[config.mk]
export PLATFORM = sky130hd
export DESIGN_NAME = puf_response_collector
export DESIGN_NICKNAME = d
export VERILOG_FILES = /design/src/rtl/puf_response_collector.sv
export SDC_FILE = /design/constraint.sdc
export NUM_CORES = 1
export LEC_CHECK = 0
export ABC_AREA = 1
export BUFFER_PORTS_ARGS = -buffer_cell sky130_fd_sc_hd__buf_2
export CAP_MARGIN = 20
export CORE_MARGIN = 2
export CORE_UTILIZATION = 40
export DETAILED_ROUTE_END_ITERATION = 16
export GPL_ROUTABILITY_DRIVEN = 0
export SETUP_SLACK_MARGIN = 0.5
export SYNTH_ARGS = -nofsm -noshare
export SYNTH_HDL_FRONTEND = slang
export SYNTH_SLANG_ARGS = --single-unit
[constraint.sdc]
create_clock -name clk -period 2.11 [get_ports clk]
set_input_delay 0.422 -clock clk [delete_from_list [all_inputs] [get_ports clk]]
set_output_delay 0.422 -clock clk [all_outputs]
set_load 0.005 [all_outputs]
[src/rtl/puf_response_collector.sv]
// puf_response_collector: settle, majority-vote and pack MKG PUF bits into handshaked response words
module puf_response_collector #(
  parameter int SETTLE_CYC = 4,
  parameter int VOTES      = 5,
  parameter int WORD_NIB   = 8
) (
  input  logic                  clk,
  input  logic                  rst,
  input  logic                  enable,
  input  logic [31:0]           c_bits_in,
  input  logic [3:0]            mkg_in,
  output logic [4*WORD_NIB-1:0] resp_data,
  output logic [WORD_NIB-1:0]   resp_unstable,
  output logic [31:0]           resp_chal,
  output logic                  resp_valid,
  input  logic                  resp_ready,
  output logic                  busy
);
  localparam int NW = WORD_NIB > 1 ? $clog2(WORD_NIB) : 1;
  typedef enum logic [2:0] {IDLE, SETTLE, SAMPLE, WAIT_NEW, OUT} state_t;
  state_t state, state_n;
  logic [31:0] chal_q;
  logic [7:0] settle_cnt;
  logic [3:0] samp_cnt;
  logic [3:0][3:0] ones, ones_n;
  logic [3:0] vote;
  logic unstable_n;
  logic [NW-1:0] nib_idx;
  logic chg, settle_done, samp_last, nib_last;
  assign chg = c_bits_in != chal_q;
  assign settle_done = settle_cnt == 8'(SETTLE_CYC - 1);
  assign samp_last = samp_cnt == 4'(VOTES - 1);
  assign nib_last = nib_idx == NW'(WORD_NIB - 1);
  assign busy = state != IDLE;
  // running counts including the current sample, and the vote they imply
  always_comb begin
    ones_n = '0;
    vote = '0;
    unstable_n = 1'b0;
    for (int i = 0; i < 4; i++) begin
      ones_n[i] = ones[i] + {3'b0, mkg_in[i]};
      vote[i] = ones_n[i] >= 4'(VOTES / 2 + 1);
      unstable_n = unstable_n | (ones_n[i] != 4'd0 && ones_n[i] != 4'(VOTES));
    end
  end
  // state register
  always_ff @(posedge clk)
    state <= rst ? IDLE : state_n;
  // next state: enable drop aborts collection, challenge change restarts settling
  always_comb begin
    state_n = state;
    case (state)
      IDLE:     state_n = enable ? SETTLE : IDLE;
      SETTLE:   state_n = !enable ? IDLE : (!chg && settle_done) ? SAMPLE : SETTLE;
      SAMPLE:   state_n = !enable ? IDLE : chg ? SETTLE : !samp_last ? SAMPLE : nib_last ? OUT : WAIT_NEW;
      WAIT_NEW: state_n = !enable ? IDLE : chg ? SETTLE : WAIT_NEW;
      OUT:      state_n = !resp_ready ? OUT : enable ? WAIT_NEW : IDLE;
      default:  state_n = IDLE;
    endcase
  end
  // datapath: challenge capture, counters, vote accumulation and word packing
  always_ff @(posedge clk) begin
    if (rst) begin
      chal_q <= '0;
      settle_cnt <= '0;
      samp_cnt <= '0;
      ones <= '0;
      nib_idx <= '0;
      resp_data <= '0;
      resp_unstable <= '0;
      resp_chal <= '0;
      resp_valid <= 1'b0;
    end else begin
      case (state)
        IDLE:
          if (enable) begin
            chal_q <= c_bits_in;
            settle_cnt <= '0;
            nib_idx <= '0;
          end
        SETTLE, SAMPLE, WAIT_NEW:
          if (enable) begin
            if (chg) begin
              chal_q <= c_bits_in;
              settle_cnt <= '0;
            end else if (state == SETTLE) begin
              settle_cnt <= settle_cnt + 8'd1;
              if (settle_done) begin
                ones <= '0;
                samp_cnt <= '0;
              end
            end else if (state == SAMPLE) begin
              ones <= ones_n;
              samp_cnt <= samp_cnt + 4'd1;
              if (samp_last) begin
                resp_data[4*nib_idx +: 4] <= vote;
                resp_unstable[nib_idx] <= unstable_n;
                if (nib_idx == '0) resp_chal <= chal_q;
                if (nib_last) resp_valid <= 1'b1;
                else nib_idx <= nib_idx + 1'b1;
              end
            end
          end
        OUT:
          if (resp_ready) begin
            resp_valid <= 1'b0;
            nib_idx <= '0;
            resp_unstable <= '0;
          end
        default: ;
      endcase
    end
  end
endmodule
* Yosys cells after proc, flatten, opt, wreduce, memory -nomap -nowiden
Cells that the tools add are included.
** Word-level totals
- Memories :: 0
- Output and inout port bits :: 74
- Bits in latches :: 0
- Logic and storage cells :: 140
- Flip-flop bits (word level) :: 139
- RAM bits :: 0
- Memory bits (read-only) :: 0
** Operators by class
- Div/mod/pow operators :: 0
- Multiply operators :: 0
- Muxes and demuxes :: 55
- Bitwise operators :: 5
- $add $sub $neg :: 8
- Shifts and indexed selects :: 2
- $lt $le $gt $ge :: 6
- Equality and inequality tests :: 24
- Reductions and logical operators :: 27
** Operators with widths (count)
- two-way mux 32 bit :: 3
- two-way mux 8 bit :: 10
- case mux 32 bit (2 select lines) :: 1
- two-way mux 16 bit :: 3
- two-way mux 3 bit :: 13
- negation 5 -> 34 bit :: 1
- variable shift 4 x 34 -> 32 bit, first input constant :: 1
- variable part select 4 x 34 -> 32 bit :: 1
- bitwise mux 32 bit :: 1
- inequality test 32 bit :: 1
- case mux 8 bit (2 select lines) :: 2
- inequality test 2 bit, second input constant :: 11
- adder 4 x 1 -> 4 bit :: 4
- greater-or-equal comparator 4 x 2 -> 1 bit, second input constant :: 4
- inequality test 4 x 3 -> 1 bit, second input constant :: 4
- nonzero test 4 bit :: 4
- case mux 3 bit (5 select lines) :: 1
- AND reduction 7 bit :: 2
- two-way mux 4 bit :: 3
- two-way mux 2 bit :: 5
- two-way mux 1 bit :: 9
- case mux 3 bit (3 select lines) :: 1
- AND reduction 9 bit :: 1
- adder 8 x 1 -> 8 bit, second input constant :: 1
- 25 further kinds :: 40

* Logic depth before layout (Yosys ltp)
Gate-level depths: netlist of the first run.
- Depth in word-level cells :: 13
- Mapped depth :: 16
- Gate-level depth less buffers :: 16

* Worst setup path after synthesis of the first run
OpenSTA, ideal clock, no wires.
- Path kind :: register -> register
- From :: register nib_idx[0]
- To :: register resp_data[10]
- Clock period less this slack :: 2.103 ns
- Arrival time :: 1.976 ns
- Slack :: 0.007 ns
- Buffers on the path :: 2
- Setup time :: 0.128 ns
- Stages on the path, launching flop included :: 10
- Cell sequence :: dfxtp_1 -> inv_1 -> clkbuf_1 -> ha_1 -> inv_1 -> clkbuf_1 -> nor4_1 -> nand3_1 -> o21ai_0 -> nor2_1
** Between the ends
- Longest elaborated chain between the ends :: 3
- Elaborated cells on any way between the ends :: 4
** RTL lines
- start, declared :: line 28 : logic [NW-1:0] nib_idx;
- start signal, assigned :: line 100 : else nib_idx <= nib_idx + 1'b1;
- negation 5 -> 34 bit * :: line 96 : resp_data[4*nib_idx +: 4] <= vote;
- variable part select 4 x 34 -> 32 bit / variable shift 4 x 34 -> 32 bit (equally long branches) :: line 96
- bitwise mux 32 bit * :: line 96
- end signal, assigned by index :: line 96
- end, declared :: line 12 : output logic [4*WORD_NIB-1:0] resp_data,
Every way passes the cells marked *; elsewhere a longest branch is shown, timed or not.
A chain may end at the register's enable or synchronous reset.

* Worst setup path after layout of the first run
- From :: register chal_q[23]
- To :: register ones[9] (netlist name)
** Between the ends
- Longest elaborated chain between the ends :: 3
** RTL lines
- start, declared :: line 22 : logic [31:0] chal_q;
- start signal, assigned :: line 77 : chal_q <= c_bits_in;
- start signal, assigned :: line 84 : chal_q <= c_bits_in;
- inequality test 32 bit :: line 30 : assign chg = c_bits_in != chal_q;
- NOT 1 bit (no source line)
- AND reduction 5 bit (no source line)
- end signal, assigned :: line 93 : ones <= ones_n;
- end, declared :: line 25 : logic [3:0][3:0] ones, ones_n;
Every way passes these cells.

==> impl_metrics.csv, run 1 <==
group,metric,value,unit
outcome,outcome,"finished, violations left",
outcome,violations,"setup timing",
cells_and_area,diodes,0,
critical_path,crit_path_category,"reg2reg",
sta,timing.fmax,459,MHz
job,cap_viol_max_count,0,
yosys,synth_nets,1043,
yosys,synth-edff-count,0,
yosys,synth_ff_type,"sky130_fd_sc_hd__dfxtp_1",
cts,postCtsHoldBufs,0,
yosys,yosys_warnings,0,
yosys,post_synth.cell_area_avg,6.78,sq um
critical_path,ff2ff_path_depth,12,
route,remaining_drc_errors,0,
route,met1_length,8.77,mm
cells_and_area,post-route-util,0.627,
sta,final_max_slew_viol_count,0,
route,detail_route.wl_per_cell,14.2,um
critical_path,critical_path.reg2reg.endpoint,"ones[9]",
grt,grt_overflow,0,
power,p_total,6.79,mW
cts,clock_tree.buffer_depth,2,
critical_path,setup.worst_path.start_class,"flip-flop",
place,post_dp_cell_area,8180,sq um
floorplan,design.die.area,17800,sq um
floorplan,floorplan.die.height,133,um
sta,transition_time_of_the_tightest_slew_check_pin,815,ps
route,totalWireLength,19.9,mm
route,met3_wirelength,1.02,mm
power,power_density,658,nW/um^2
sta,final_worst_clock_skew,7.69,ps
critical_path,critPathArrivalTime,2500,ps
yosys,yosysSeqAreaShare,0.415,
cells_and_area,design.final.nets,1219,
grt,number_of_antenna_violations_at_the_first_check_in_global_routing,1,
critical_path,worst_setup_path_end_kind,"flip-flop",
sta,period_share,1.03,
grt,grtUsageTotal,0.214,
route,detail_routed_via_count_per_cell,4.95,
place,buffer_ports.inserted,113,
route,number_of_detailed_route_iterations_in_the_first_pass,5,
hold_path,hp-start,"c_bits_in[19]",
yosys,async_reset_ff_frac,0,
yosys,netlist_top_cells_count,"sky130_fd_sc_hd__nor2_1, sky130_fd_sc_hd__nand2_1, sky130_fd_sc_hd__dfxtp_1, sky130_fd_sc_hd__inv_1, sky130_fd_sc_hd__o21ai_0",
yosys,synth_seq_cells,139,
route,num_vias,6913,
sta,final.min_clock_period,2180,ps
sta,post-route-worst-setup-slack,-66.6,ps
route,met2_wirelength,9.57,mm
cts,cts_root_buffer,"sky130_fd_sc_hd__clkbuf_16",
yosys,synth_largest_area_cell,"sky130_fd_sc_hd__dfxtp_1",
floorplan,initial_utilization,0.407,
yosys,ys_top_cells_by_area,"sky130_fd_sc_hd__dfxtp_1, sky130_fd_sc_hd__nor2_1, sky130_fd_sc_hd__nand2_1",
grt,grt_pass1_vias,6336,
floorplan,dieWidth,133,um
critical_path,ff2ff_setup_slack,-70,ps
hold_path,min-delay-path-class,"in2reg",
yosys,post-synth-top-count-cell,"sky130_fd_sc_hd__nor2_1",
cts,clock_sink_count,139,
sta,timing.final.hold_violations,0,
cells_and_area,nFillCells,1435,
route,dr.first_iter.drc_count,413,
cts,cts_made_buffers,17,
floorplan,core_area,16500,sq um
power,cellLeakagePower,4.47,nW
hold_path,hold_path_end,"chal_q[19]",
floorplan,io_pins,114,
place,hpwl,12.1,mm
sta,max_slew_margin,0.456,
grt,grt_first_pass_wirelength,30.5,mm
power,ir_drop,0.000577,V
cells_and_area,area_growth_syn_to_layout,54.1,%
sta,finalSetupViolations,32,
cts,clk_transition_reported_paths,60,ps
route,maxUsedRoutingLayer,"met4",
critical_path,timing.critical_path.fanout_max,6,
yosys,yosys.cell_types.count,29,
route,postRouteAntennaNets,0,
cts,clk-insertion-delay-late,430,ps
floorplan,num_rows,47,
cts,cts.htree.levels,4,
critical_path,worst_ep_required_time,2430,ps
hold_path,timing.hold.worst_path_depth,3,
yosys,synthesis.area,6700,sq um
cells_and_area,final_layout_size_suffix_gt1_frac,0.425,
yosys,synth_top_area_frac,0.415,
critical_path,r2r_start,"chal_q[23]",
cts,cts_tree,"yes",
cells_and_area,fin_area,10300,sq um
grt,grt_max_degree,41,
sta,setup_repair_after_global_routing_missed_its_margin,"yes",
yosys,number_of_instances_in_the_synthesized_netlist,988,
==> worst max-delay path by stage <==
stage / start / to / slack, ps / cells after the start
after floorplan: c_bits_in[31] / resp_chal[25] / 260 / 11
after global placement: c_bits_in[27] / resp_chal[21] / -130 / 13
after detailed placement: c_bits_in[27] / resp_chal[27] / -160 / 13
after CTS: chal_q[27] / resp_chal[27] / 120 / 12
after global routing: chal_q[23] / ones[9] / -170 / 12
final: chal_q[23] / ones[9] / -70 / 12
==> layer usage <==
layer | global-route usage | vias up
met1 | 0.274 | 3181
met3 | 0.0472 | 44
met5 | 0 | -
met4 | 0.0798 | 0
met2 | 0.353 | 182
li1 | - | 3506
==> power by group <==
group	total [mW]	switching [mW]	internal, mW
registers	2.75	0.0650	2.68
logic	0.932	0.527	0.405
clock network	3.11	1.22	1.90
total	6.79	1.81	4.98
==> kinds of logic after synthesis <==
family | after synthesis | share of synthesized area
DFF | 139 | 0.415
xor gates and xnor gates | 31 | 0.0405
and+or+nand+nor | 458 | 0.287
AOI/OAI and AO/OA | 174 | 0.131
adders and majority gates | 15 | 0.0280
buffers and inverters | 171 | 0.0984
==> cell usage in the layout, fill, tap and decap left out, types with 19 or more instances in the layout <==
master and instances:
sky130_fd_sc_hd__nor2_4 20, sky130_fd_sc_hd__buf_4 44, sky130_fd_sc_hd__nand3_1 22, sky130_fd_sc_hd__o21ai_2 74, sky130_fd_sc_hd__a21oi_2 19, sky130_fd_sc_hd__clkbuf_16 19, sky130_fd_sc_hd__nand2_1 143, sky130_fd_sc_hd__dfxtp_1 111
sky130_fd_sc_hd__nand4_1 22, sky130_fd_sc_hd__dfxtp_2 21, sky130_fd_sc_hd__inv_1 113, sky130_fd_sc_hd__nor3_1 21, sky130_fd_sc_hd__nor2_1 151, sky130_fd_sc_hd__a21oi_1 43, sky130_fd_sc_hd__buf_2 113, sky130_fd_sc_hd__nor2_2 19
==> cell type report <==
type / count / area [sq um] / area share
Multi-Input combinational cell: 678 / 4460 / 0.432
Sequential cell: 139 / 2840 / 0.274
Timing Repair Buffer: 194 / 1610 / 0.156
Inverter: 134 / 538 / 0.0521
Clock buffer: 19 / 443 / 0.0429
Tap cell: 220 / 275 / 0.0267
Clock inverter: 13 / 168 / 0.0162
==> timing repair <==
item / CTS / global route
setup endpoints to repair: 140 / 140
pin swaps: 29 / 51
cloned: 8 / 3
buffers inserted: 18 / 6
resized for setup: 181 / 162
==> through the flow <==
| step | setup WS [ps] | instances | hold slack, ps | setup TNS [ps] |
|---|---|---|---|---|
| finish | -66.6 | 1397 | 266 | -1100 |
| global placement | -131 | 1330 | 427 | -9610 |
| CTS | 125 | 1388 | 269 | 0 |
| detailed placement | -158 | 1330 | 434 | -10590 |
| floorplan | 257 | 988 | 440 | 0 |
| global route | -169 | 1397 | 280 | -11950 |
==> worst max-delay path, stage by stage, from the launching register on <==
cell                        delay, ps
sky130_fd_sc_hd__dfxtp_2          330
sky130_fd_sc_hd__xnor2_1          240
sky130_fd_sc_hd__nand2_2          110
sky130_fd_sc_hd__nor2_1           110
sky130_fd_sc_hd__nand2_1          110
sky130_fd_sc_hd__nor2_4           170
sky130_fd_sc_hd__nand2_2          120
sky130_fd_sc_hd__buf_12           160
sky130_fd_sc_hd__nor2_4           120
sky130_fd_sc_hd__nand2_4          100
sky130_fd_sc_hd__o21ai_4          250
sky130_fd_sc_hd__clkbuf_16        210
sky130_fd_sc_hd__nor3_2            30
==> registers in the layout, summed over array words and instances (netlist names) <==
signal and flops:
chal_q 32, nib_idx 3, ones 16, resp_chal 32, resp_data 32, resp_unstable 8, resp_valid 1, samp_cnt 4
settle_cnt 8, state 3
No activity file was read; power rests on OpenSTA's default activity.
==> inputs of run 2 (changes only) <==
--- a/config.mk
+++ b/config.mk
@@ -16,3 +16,4 @@
 export SYNTH_ARGS = -nofsm -noshare
 export SYNTH_HDL_FRONTEND = slang
 export SYNTH_SLANG_ARGS = --single-unit
+export TNS_END_PERCENT = 1
==> constraint.sdc (replaced) <==
create_clock -name clk -period 2.7 [get_ports clk]
set_input_delay 0.54 -clock clk [delete_from_list [all_inputs] [get_ports clk]]
set_output_delay 0.54 -clock clk [all_outputs]
set_load 0.005 [all_outputs]
==> run 2 against run 1 <==
The run now ends clean. Power shrank 29%. Setup slack gained 670 ps. Flip-flop and latch count is the same. Sequential power shrank 23%. Clock skew grew 6.7 ps. Maximum frequency grew 3.9%. Critical path depth shrank 5. Register-to-register slack gained 670 ps. First-iteration DRC count shrank 20%. Die area is the same. Largest cell class unchanged.
==> impl_metrics.csv, run 2 (synthesized netlist as in run 1, its figures left out) <==
group,metric,value,unit
floorplan,core_area,16500,sq um
cells_and_area,layout_top_registers,"chal_q: 32 flops, resp_chal: 32 flops, resp_data: 32 flops",
power,flop_pwr_share,0.442,
sta,final_worst_clock_skew,14.4,ps
cells_and_area,final_layout_size_suffix_gt1_frac,0.189,
sta,finalSetupTns,0,ps
grt,grt_pass1_vias,5778,
sta,finalSetupViolations,0,
critical_path,worst_setup_path_end_kind,"flip-flop",
cts,cts_tree,"yes",
sta,final.min_clock_period,2090,ps
floorplan,floorplan.die.height,133,um
critical_path,setup.worst_path.start_class,"flip-flop",
route,totalWireLength,17.0,mm
place,buffer_ports.inserted,113,
sta,period_share,0.776,
power,switching_power,1.35,mW
grt,grtUsageTotal,0.195,
cells_and_area,layout.cells.non_filler,1341,
floorplan,num_rows,47,
outcome,outcome,"complete, no violations",
critical_path,worst_ep_required_time,3000,ps
critical_path,crit_path_cell_trace,"inv_1 > ha_1 > clkinvlp_4 > nor4_4 > nand3_2 > o21ai_0 > nor2_1",
floorplan,initial_utilization,0.407,
route,dr.first_iter.drc_count,330,
cts,clock_tree.buffer_depth,2,
sta,timing.fmax,477,MHz
power,power_report.internal_total,3.47,mW
cells_and_area,area_growth_syn_to_layout,23.7,%
sta,max_slew_margin,0.625,
place,hpwl,12.3,mm
cells_and_area,design.final.nets,1163,
power,clk_pwr_share,0.460,
cells_and_area,layout.cells.most_common_list,"sky130_fd_sc_hd__nor2_1, sky130_fd_sc_hd__nand2_1, sky130_fd_sc_hd__dfxtp_1, sky130_fd_sc_hd__inv_1, sky130_fd_sc_hd__buf_2",
critical_path,critical_path.slowest_cell,"sky130_fd_sc_hd__dfxtp_1",
cts,cts_setup_buffers,0,
critical_path,timing.critical_path.fanout_max,11,
cts,cts_made_buffers,17,
route,detail_route.wl_per_cell,12.7,um
power,combPwrFrac,0.098,
route,detail_routed_via_count_per_cell,4.73,
hold_path,min-delay-path-class,"in2reg",
cells_and_area,layout.cells.most_common,"sky130_fd_sc_hd__nor2_1",
critical_path,path_delay_family,"simple AND/OR/NAND/NOR gates",
sta,timing.final.hold_violations,0,
grt,grt_overflow,0,
grt,grt_first_pass_wirelength,28.0,mm
place,numPlacedInstances,1309,
cells_and_area,fin_area,8290,sq um
power,power_density,581,nW/um^2
critical_path,ff2ff_setup_slack,610,ps
sta,setup_repair_after_global_routing_missed_its_margin,"yes",
route,number_of_detailed_route_iterations_in_the_first_pass,4,
floorplan,dieWidth,133,um
grt,grt_max_degree,66,
route,postRouteAntennaNets,0,
critical_path,max_stage_delay,400,ps
route,num_vias,6349,
power,swShare,0.280,
cts,clock_sink_count,139,
grt,number_of_antenna_violations_at_the_first_check_in_global_routing,0,
critical_path,critPathBufInv,2,
floorplan,io_pins,114,
sta,transition_time_of_the_tightest_slew_check_pin,562,ps
critical_path,critPathArrivalTime,2390,ps
cts,cts_root_buffer,"sky130_fd_sc_hd__clkbuf_16",
route,remaining_drc_errors,0,
critical_path,crit_path_category,"reg2reg",
power,cellLeakagePower,3.76,nW
cts,clk_transition_reported_paths,60,ps
floorplan,design.die.area,17800,sq um
job,cap_viol_max_count,0,
place,post_dp_cell_area,7620,sq um
cts,clk-insertion-delay-late,430,ps
power,ir_drop,0.000440,V
sta,final_max_slew_viol_count,0,
cts,cts.htree.levels,4,
cells_and_area,diodes,0,
-- run 2: cell types whose count changed in the layout (fill, tap and decap cells not counted), moves of 18 or more --
cell,delta
sky130_fd_sc_hd__o21ai_0,+75
sky130_fd_sc_hd__dfxtp_2,-21
sky130_fd_sc_hd__buf_4,-23
sky130_fd_sc_hd__a21oi_2,-19
sky130_fd_sc_hd__dfxtp_1,+28
sky130_fd_sc_hd__a21oi_1,+20
sky130_fd_sc_hd__nor2_1,+32
sky130_fd_sc_hd__o21ai_2,-73
sky130_fd_sc_hd__nor2_4,-19
sky130_fd_sc_hd__nand2_1,+18
-- run 2: final timing paths --
check        cells past startpoint          start       endpoint
min                              3         enable       state[0]
max reg2reg                      7     nib_idx[1]  resp_data[26]
max                              7     nib_idx[1]  resp_data[26]
min reg2reg                      2  resp_chal[22]  resp_chal[22]
-- run 2: routing by layer --
layer,share of wire,global-route usage
met5,0,0
met4,0.0067,0.0508
met3,0.044,0.0521
met2,0.46,0.308
met1,0.49,0.265
-- run 2: layout make-up --
type	instances	area, sq um
fill	1719	8180
multi-input combinational	678	3360
sequential	139	2780
timing repair buffer	138	803
inverter	134	507
clock buffer	17	425
tap	220	275
clock inverter	15	134
-- run 2: tightest hold or removal path: stages --
cell and delay, ps:
sky130_fd_sc_hd__buf_2 110, sky130_fd_sc_hd__nand2_1 60, sky130_fd_sc_hd__a21oi_1 50
-- run 2: power groups by stage --
stage | logic (mW) | clock network (mW) | registers, mW
floorplan | 0.296 | 0 | 2.17
global placement | 0.436 | 0 | 2.17
detailed placement | 0.440 | 0 | 2.17
CTS | 0.445 | 2.27 | 2.12
global route | 0.538 | 2.35 | 2.13
finish | 0.474 | 2.21 | 2.13
-- run 2: repair_timing --
item	4_1_cts	5_1_grt
setup endpoints to repair	23	105
gates cloned	0	0
hold buffers	0	0
gates resized for setup	2	34
endpoints found under the hold margin	0	0
-- run 2: metrics by stage --
stage	util	power, mW	setup WS (ps)	hold slack, ps
global placement	0.463	2.61	116	430
global route	0.503	5.02	448	379
floorplan	-	2.46	597	440
detailed placement	0.463	2.61	109	434
finish	0.503	4.81	605	385
CTS	0.497	4.84	478	365
